File: config.mk
export PLATFORM = sky130hd
export DESIGN_NAME = rf_write_queue
export DESIGN_NICKNAME = d
export VERILOG_FILES = /design/src/rtl/rf_write_queue.sv
export SDC_FILE = /design/constraint.sdc
export NUM_CORES = 1
export LEC_CHECK = 0
export ABC_CLOCK_PERIOD_IN_PS = 8950
export CAP_MARGIN = 20
export CORE_ASPECT_RATIO = 0.8
export CORE_MARGIN = 4
export CORE_UTILIZATION = 58
export DETAILED_ROUTE_END_ITERATION = 12
export PLACE_DENSITY = 0.93
export SLEW_MARGIN = 20
export SYNTH_ARGS = -nofsm -noshare
export SYNTH_HDL_FRONTEND = slang
export SYNTH_SLANG_ARGS = --single-unit
File: constraint.sdc
create_clock -name clk -period 8.95 [get_ports clk]
set_clock_uncertainty 0.15 [all_clocks]
set_input_delay 1.3425 -clock clk [delete_from_list [all_inputs] [get_ports clk]]
set_output_delay 1.3425 -clock clk [all_outputs]
set_load 0.005 [all_outputs]
File: src/rtl/rf_write_queue.sv
// Register-file write-back queue: merges load and ALU write requests into an
// in-order FIFO and drains one registered Din/WE write per cycle into mem.
module rf_write_queue #(
    parameter int reg_size = 32,
    parameter int mem_size = 32,
    parameter int DEPTH    = 4,
    parameter int AW       = $clog2(mem_size)
) (
    input  logic                       clk,
    input  logic                       rst_n,
    input  logic                       ld_valid,
    output logic                       ld_ready,
    input  logic [AW-1:0]              ld_addr,
    input  logic [reg_size-1:0]        ld_data,
    input  logic                       alu_valid,
    output logic                       alu_ready,
    input  logic [AW-1:0]              alu_addr,
    input  logic [reg_size-1:0]        alu_data,
    input  logic                       hold,
    output logic [reg_size-1:0]        Din,
    output logic [mem_size-1:0]        WE,
    output logic [mem_size-1:0]        pending,
    output logic [$clog2(DEPTH+1)-1:0] count,
    output logic                       full,
    output logic                       empty,
    output logic                       err
);
    localparam int PW = $clog2(DEPTH);
    localparam int CW = $clog2(DEPTH+1);
    localparam logic [CW-1:0] DEPTH_C  = CW'(DEPTH);
    localparam logic [CW-1:0] DEPTH_M1 = CW'(DEPTH - 1);
    localparam logic [CW-1:0] DEPTH_M2 = CW'(DEPTH - 2);
    localparam logic [AW:0]   MEM_LIM  = (AW+1)'(mem_size);

    logic [reg_size-1:0] data_q [DEPTH];
    logic [AW-1:0]       addr_q [DEPTH];
    logic [DEPTH-1:0]    vld_q;
    logic [PW-1:0]       wr_ptr;
    logic [PW-1:0]       rd_ptr;
    logic [PW-1:0]       alu_slot;

    logic ld_acc, alu_acc, ld_bad, alu_bad, ld_push, alu_push, pop;
    logic [CW-1:0] count_next;

    function automatic logic [PW-1:0] ptr_inc(input logic [PW-1:0] p);
        return (p == PW'(DEPTH - 1)) ? '0 : p + 1'b1;
    endfunction

    // Readiness depends on occupancy only; a same-edge pop is never counted on.
    assign ld_ready  = (count < DEPTH_C);
    assign alu_ready = (count <= DEPTH_M2) || ((count == DEPTH_M1) && !ld_valid);

    assign ld_acc   = ld_valid && ld_ready;
    assign alu_acc  = alu_valid && alu_ready;
    assign ld_bad   = ({1'b0, ld_addr} >= MEM_LIM);
    assign alu_bad  = ({1'b0, alu_addr} >= MEM_LIM);
    // x0 is hardwired and out-of-range targets are dropped after the handshake.
    assign ld_push  = ld_acc && (ld_addr != '0) && !ld_bad;
    assign alu_push = alu_acc && (alu_addr != '0) && !alu_bad;
    assign pop      = (count != '0) && !hold;

    assign alu_slot   = ld_push ? ptr_inc(wr_ptr) : wr_ptr;
    assign count_next = count + CW'(ld_push) + CW'(alu_push) - CW'(pop);

    assign full  = (count == DEPTH_C);
    assign empty = (count == '0);

    always_ff @(posedge clk) begin
        if (ld_push) begin
            data_q[wr_ptr] <= ld_data;
            addr_q[wr_ptr] <= ld_addr;
        end
        if (alu_push) begin
            data_q[alu_slot] <= alu_data;
            addr_q[alu_slot] <= alu_addr;
        end
    end

    always_ff @(posedge clk or negedge rst_n) begin
        if (!rst_n) begin
            vld_q  <= '0;
            wr_ptr <= '0;
            rd_ptr <= '0;
            count  <= '0;
            Din    <= '0;
            WE     <= '0;
            err    <= 1'b0;
        end else begin
            // Clear before set: a push never targets the head slot being popped.
            if (pop) vld_q[rd_ptr] <= 1'b0;
            if (ld_push) vld_q[wr_ptr] <= 1'b1;
            if (alu_push) vld_q[alu_slot] <= 1'b1;

            if (ld_push && alu_push) wr_ptr <= ptr_inc(ptr_inc(wr_ptr));
            else if (ld_push || alu_push) wr_ptr <= ptr_inc(wr_ptr);

            if (pop) begin
                rd_ptr <= ptr_inc(rd_ptr);
                Din    <= data_q[rd_ptr];
                WE     <= mem_size'(1) << addr_q[rd_ptr];
            end else begin
                WE <= '0;
            end

            count <= count_next;
            err   <= err | (ld_acc && ld_bad) | (alu_acc && alu_bad);
        end
    end

    always_comb begin
        pending = WE;
        for (int i = 0; i < DEPTH; i++) begin
            if (vld_q[i]) pending = pending | (mem_size'(1) << addr_q[i]);
        end
        pending[0] = 1'b0;
    end

endmodule

==> results of run 1 <==
-- final cells by class --
class	count	share of cell area (%)
diodes	1	0.0177
well taps	258	2.29
repair buffers	186	13.1
multi-input cells	599	33.9
clock inverters	10	0.914
flip-flops and latches	223	44.8
clock buffers	32	4.39
inverters	18	0.532
-- tightest hold or removal path: stages (launching register included) --
cell	delay, ns
dfrtp_1	0.34
nand2_1	0.05
nand2_1	0.05
-- placed cells by master (no fill, tap or decap), types with 5 or more instances in the layout --
master           netlist  layout
buf_4                  3       6
o21ai_0                8       7
nand3b_1               9       9
nand2_1              149     146
clkbuf_1              26       8
nor3_1                17      17
ha_1                  10      10
a21oi_1               10      10
mux2_1                28      28
mux2_4                 5       5
dfrtp_1               75      73
nor3b_1                5       5
nor2_1                67      67
o22ai_1               13      13
mux2_2               115     115
clkdlybuf4s50_1        0     179
a221oi_1               5       5
a22oi_1                9       9
nand3_1               23      23
nand2b_1               6       6
or3_1                 15      15
a22o_1                 9       9
nor2b_1                7       7
clkbuf_16              0      23
and3b_1                6       6
inv_1                 15      15
mux4_2                37      37
edfxtp_1             148     148
-- worst paths after layout --
kind                       slack [ns]           startpoint                       to
setup / recovery                 4.08           ld_addr[3]  data_q[2][15]$_DFFE_PP_
hold / removal                   0.32  Din[14]$_DFFE_PN0P_      Din[14]$_DFFE_PN0P_
setup reg to reg                 5.23   count[2]$_DFF_PN0_  data_q[2][15]$_DFFE_PP_
hold reg to reg                  0.32  Din[14]$_DFFE_PN0P_      Din[14]$_DFFE_PN0P_
max in group asynchronous        7.40                rst_n    rd_ptr[0]$_DFFE_PN0P_
min in group asynchronous        0.73                rst_n      Din[27]$_DFFE_PN0P_
-- per-stage QoR --
step           cell area [µm²]  worst slack, ns  power, mW  hold WS [ns]
6_report                 14100             4.08       4.43         0.325
5_1_grt                  14100             3.95       4.63         0.354
3_5_place_dp             13300             3.64       3.44         0.315
3_3_place_gp             13300             3.73       3.37         0.308
2_1_floorplan            11400             3.44       2.72         0.320
4_1_cts                  14100             4.12       4.42         0.329
-- cells by family after synthesis --
kind of cell / after synthesis / synth area share [%]
AOI/OAI and AO/OA: 71 / 4.36
xor gates and xnor gates: 3 / 0.230
adders and majority gates: 12 / 1.45
buffers and inverters: 67 / 3.03
DFF: 223 / 55.3
muxes: 188 / 22.4
other: 1 / 0.0328
and+or+nand+nor: 323 / 13.1
-- flip-flops by register name, summed over array words and instances, names as in the netlist --
| signal | count |
|---|---|
| Din | 32 |
| WE | 32 |
| addr_q | 20 |
| count | 3 |
| data_q | 128 |
| rd_ptr | 2 |
| vld_q | 4 |
| wr_ptr | 2 |
-- layer usage --
layer | track usage, % | part of all wire [%]
met1 | 39.4 | 38
met3 | 7.76 | 11
met2 | 48.2 | 48
met4 | 8.59 | 2.8
met5 | 0 | 0
-- report_power, final --
group	switching [mW]	internal (mW)
Combinational	0.897	0.814
Clock	0.392	0.571
Sequential	0.259	1.49
Total	1.55	2.88
==> flow_metrics.py, run 1 <==
metrics = {
    "outcome": {
        "outcome": "completed",
    },
    "worst_setup_path": {
        "critPathMaxFanout": 39,
        "reg2regPathDepth": 5,
        "endpoint_kind": "register",
        "slowest_stage": "nand2_2",
        "cp-start-kind": "input pin",
        "cp_cell_sequence": "clkdlybuf4s50_1, or3_1, o31a_1, inv_8, mux2i_2, nand3b_4, nand2_2",
        "slowest_delay_ns": 0.77,
        "worstSetupPathType": "input pin to register",
        "crit_cells": 7,
        "cp_top_family": "simple AND/OR/NAND/NOR gates",
        "cp_data_required_time_ns": 8.81,
        "critical_path_arrival_ns": 4.73,
        "cp_num_buf_inv": 2,
    },
    "sta": {
        "rsz0062_at_grt": "no",
        "tns_ns": 0,
        "finalMaxSlewViolations": 0,
        "worstMarginPinSlew_ns": 1.12,
        "fmax_ghz": 0.205,
        "slew-limit-headroom_pct": 25.4,
        "period_minus_slack_ns": 4.87,
        "post-route-period-util_pct": 54.5,
        "hold_viol": 0,
        "setup_viol": 0,
    },
    "clock_tree": {
        "h-tree-depth": 1,
        "cts_setup_buffers": 0,
        "cts_resized": 0,
        "clkSlewWorstSetupHoldPaths_ns": 0.06,
        "cts.path.max_buffers": 3,
        "clock_latency_ns": 0.51,
        "tritoncts": "yes",
        "clkSinkCount": 223,
        "cts_buffers": 23,
        "root_buffer": "clkbuf_16",
        "cts_hold_buf": 0,
    },
    "die": {
        "dieWidth_um": 165,
        "start_util_pct": 59.7,
        "io_pins": 183,
        "design.die.area_um2": 22000,
        "placementRows": 45,
        "die_h_um": 134,
        "core-area_um2": 19100,
    },
    "placement": {
        "port_buffers": 180,
        "gp_congestion": 1.02,
        "hpwl_um": 21500,
        "dp.cells": 1284,
    },
    "finish": {
        "drive_gt1_share_pct": 20.4,
        "multi_input_area_um2": 4780,
        "area_growth_pct": 23.4,
        "fillers": 1191,
        "fin_util_pct": 73.7,
        "nets": 1142,
        "final_cells": 1327,
        "layout.area.seq_um2": 6320,
    },
    "grt": {
        "grt_overflow": 0,
        "grt_usage_pct": 29.6,
        "grt_pass1_vias": 8822,
        "grt_pass1_wl_um": 50100,
        "antenna_found_initial": 3,
        "grt_max_degree": 76,
    },
    "synth": {
        "synth_cells": 888,
        "ys_warn_count": 0,
        "synthTopCellsByCount": "149 x nand2_1, 148 x edfxtp_1, 115 x mux2_2, 75 x dfrtp_1, 67 x nor2_1",
        "seq_area_frac_synth_pct": 55.3,
        "yosysMostFrequentCell": "nand2_1",
        "syn-cell-area_um2": 11400,
        "yosysTopAreaCellShare_pct": 38.9,
        "ys_types": 59,
        "avgSynthCellArea_um2": 12.9,
        "netlist.top_cell.by_area": "edfxtp_1",
        "synth_flop_cell": "edfxtp_1",
        "synth_seq_cells": 223,
        "netlist_top_cells_area": "edfxtp_1 39%, dfrtp_1 16%, mux2_2 11%, mux4_2 7.3%, nand2_1 4.9%",
        "synth_edf_count": 148,
        "async_flop_share_pct": 33.6,
    },
    "detailed_routing": {
        "drt_iter0_drc": 987,
        "dr_total_vias": 8459,
        "drc_errors": 0,
        "antenna_left": 0,
        "routed_via_density": 6.37,
        "drtPass1Iterations": 6,
        "totalWireLength_um": 32600,
        "drt-wirelength-per-cell_um": 24.5,
    },
    "hold_path": {
        "min_path_type": "register to register",
        "hold_path_depth": 2,
    },
    "flow_run": {
        "cap_violations": 0,
    },
    "pwr": {
        "p_per_area_nw_per_um2": 314,
        "peakVddDrop_mv": 0.179,
        "power.leakage_nw": 5.35,
    },
}
Power figures use the tool's default switching activity.
==> inputs of run 2 (changes only) <==
--- a/config.mk
+++ b/config.mk
@@ -5,13 +5,13 @@
 export SDC_FILE = /design/constraint.sdc
 export NUM_CORES = 1
 export LEC_CHECK = 0
-export ABC_CLOCK_PERIOD_IN_PS = 8950
+export ABC_CLOCK_PERIOD_IN_PS = 5100
 export CAP_MARGIN = 20
 export CORE_ASPECT_RATIO = 0.8
 export CORE_MARGIN = 4
-export CORE_UTILIZATION = 58
+export CORE_UTILIZATION = 54
 export DETAILED_ROUTE_END_ITERATION = 12
-export PLACE_DENSITY = 0.93
+export PLACE_DENSITY = 0.88
 export SLEW_MARGIN = 20
 export SYNTH_ARGS = -nofsm -noshare
 export SYNTH_HDL_FRONTEND = slang
==> constraint.sdc (replaced) <==
create_clock -name clk -period 5.1 [get_ports clk]
set_clock_uncertainty 0.15 [all_clocks]
set_input_delay 0.765 -clock clk [delete_from_list [all_inputs] [get_ports clk]]
set_output_delay 0.765 -clock clk [all_outputs]
set_load 0.005 [all_outputs]
==> run 2 against run 1 <==
Net effect:
- sequential share of layout area shrank 0.65 points
- highest routed layer unchanged
- count of clock-buffer cells in the layout shrank 5
- first-iteration DRC count shrank 5.3%
- final area grew 1.5%
- largest cell class unchanged
- worst hold slack lost 0.18 ns
- core utilization shrank 4.7 points
- die area grew 7.0%
- global-route usage shrank 1.7 points
- clock power grew 99%
- critical path depth grew 1
- via count shrank 0.26%
==> flow_metrics.py, run 2 (same netlist as run 1, synthesis figures left out) <==
metrics = {
    "die": {
        "io_pins": 183,
        "start_util_pct": 55.1,
        "die_h_um": 138,
        "core-area_um2": 20800,
        "design.die.area_um2": 23600,
        "placementRows": 47,
        "dieWidth_um": 171,
    },
    "worst_setup_path": {
        "crit_path_start": "ld_addr[4]",
        "critical_path_arrival_ns": 3.93,
        "reg2reg_from": "count[2]$_DFF_PN0_",
        "endpoint_kind": "register",
        "cp-start-kind": "input pin",
        "worstSetupPathType": "input pin to register",
        "critPathMaxFanout": 22,
        "cp_data_required_time_ns": 5.15,
    },
    "flow_run": {
        "cap_violations": 0,
    },
    "pwr": {
        "power.leakage_nw": 5.45,
        "power_mw": 8.01,
        "p_per_area_nw_per_um2": 559,
        "peakVddDrop_mv": 0.360,
    },
    "grt": {
        "grt_overflow": 0,
        "grt_pass1_wl_um": 51200,
        "grt_pass1_vias": 8658,
        "grt_usage_pct": 27.9,
        "grt_max_degree": 76,
        "antenna_found_initial": 1,
    },
    "placement": {
        "port_buffers": 180,
        "gp_congestion": 0.993,
        "post-place-ws_ns": 0.849,
        "placed_area_um2": 13400,
        "hpwl_um": 22100,
    },
    "sta": {
        "period_minus_slack_ns": 3.88,
        "setup_viol": 0,
        "finalMaxSlewViolations": 0,
        "setup_ws_ns": 1.22,
        "rsz0062_at_grt": "no",
        "worstMarginPinSlew_ns": 1.06,
        "hold_viol": 0,
        "post-route-period-util_pct": 76.1,
        "fmax_ghz": 0.258,
        "slew-limit-headroom_pct": 29.4,
        "tns_ns": 0,
    },
    "clock_tree": {
        "cts_resized": 0,
        "clkSinkCount": 223,
        "h-tree-depth": 1,
        "cts_buffers": 23,
        "cts.path.max_buffers": 3,
        "cts_setup_buffers": 0,
        "clkSlewWorstSetupHoldPaths_ns": 0.07,
        "cts_hold_buf": 0,
        "root_buffer": "clkbuf_16",
        "clock_latency_ns": 0.52,
        "tritoncts": "yes",
    },
    "outcome": {
        "outcome": "completed",
    },
    "finish": {
        "top_regs": "data_q x128, Din x32, WE x32",
        "fillers": 1358,
        "drive_gt1_share_pct": 21.7,
        "final_common_cell": "clkdlybuf4s50_1",
        "largest_register": "data_q",
        "final_cell_mix": "179 x clkdlybuf4s50_1, 148 x edfxtp_1, 146 x nand2_1",
        "fin_area_um2": 14300,
        "largest_register_ffs": 128,
        "nets": 1148,
        "area_growth_pct": 25.2,
    },
    "detailed_routing": {
        "drc_errors": 0,
        "routed_via_density": 6.27,
        "drt-wirelength-per-cell_um": 24.7,
        "totalWireLength_um": 33200,
        "antenna_left": 0,
        "dr_total_vias": 8437,
        "drt_iter0_drc": 935,
        "drtPass1Iterations": 6,
    },
    "hold_path": {
        "min_path_type": "input pin to async pin",
    },
}
[run 2: cell types whose count changed in the layout (fill, tap and decap cells not counted)]
cell and change:
clkbuf_16 +1, inv_6 +1, nor3b_1 -1, clkinv_2 +1
nor3b_2 +1, bufinv_16 +3, diode_2 +1, buf_4 +4
clkinv_4 +2, clkbuf_1 -6, clkinv_1 -2, buf_12 +2
[run 2: metrics by stage]
step | instances | util, % | hold slack, ns
3_3_place_gp | 1301 | 64.7 | 0.309
3_5_place_dp | 1301 | 64.7 | 0.311
5_1_grt | 1344 | 68.9 | 0.203
6_report | 1345 | 68.9 | 0.145
2_1_floorplan | 889 | - | 0.319
4_1_cts | 1343 | 68.9 | 0.316
[run 2: per-layer routing]
metal	wire, µm	vias to the layer above	track usage [%]
met1	13100	4219	39.0
met4	877	0	7.27
met2	15800	504	44.0
li1	-	3636	-
met5	0	-	0
met3	3490	78	7.16
[run 2: final timing paths]
kind	endpoint	slack, ns	cells after the start
worst min-delay path	WE[15]$_DFF_PN0_	0.15	1
max in group asynchronous	Din[17]$_DFFE_PN0P_	4.13	1
worst max register to register	count[1]$_DFF_PN0_	1.57	8
worst max-delay path	data_q[1][19]$_DFFE_PP_	1.22	8
min in group clk	Din[16]$_DFFE_PN0P_	0.33	2
worst min register to register	Din[16]$_DFFE_PN0P_	0.33	2
[run 2: critical path: stages]
cell             delay (ns)
clkdlybuf4s50_1        0.51
or3_1                  0.44
o31a_1                 0.44
inv_8                  0.15
mux2i_2                0.44
nand3b_1               0.41
nand2_2                0.50
buf_12                 0.25
[run 2: cell type report]
type / instances / area [µm²] / share of cell area [%]
inverters: 18 / 75.1 / 0.525
well taps: 269 / 337 / 2.35
flip-flops and latches: 223 / 6320 / 44.2
multi-input cells: 599 / 4790 / 33.5
diodes: 2 / 5.00 / 0.0350
clock buffers: 27 / 622 / 4.35
clock inverters: 15 / 243 / 1.70
repair buffers: 192 / 1920 / 13.4
[run 2: power breakdown]
part           leakage (nW)  total (mW)  switching, mW  internal (mW)
combinational          2.71        3.01           1.54           1.47
clock                 0.423        1.91          0.729           1.18
sequential             2.32        3.08          0.472           2.61
total                  5.45        8.01           2.74           5.26
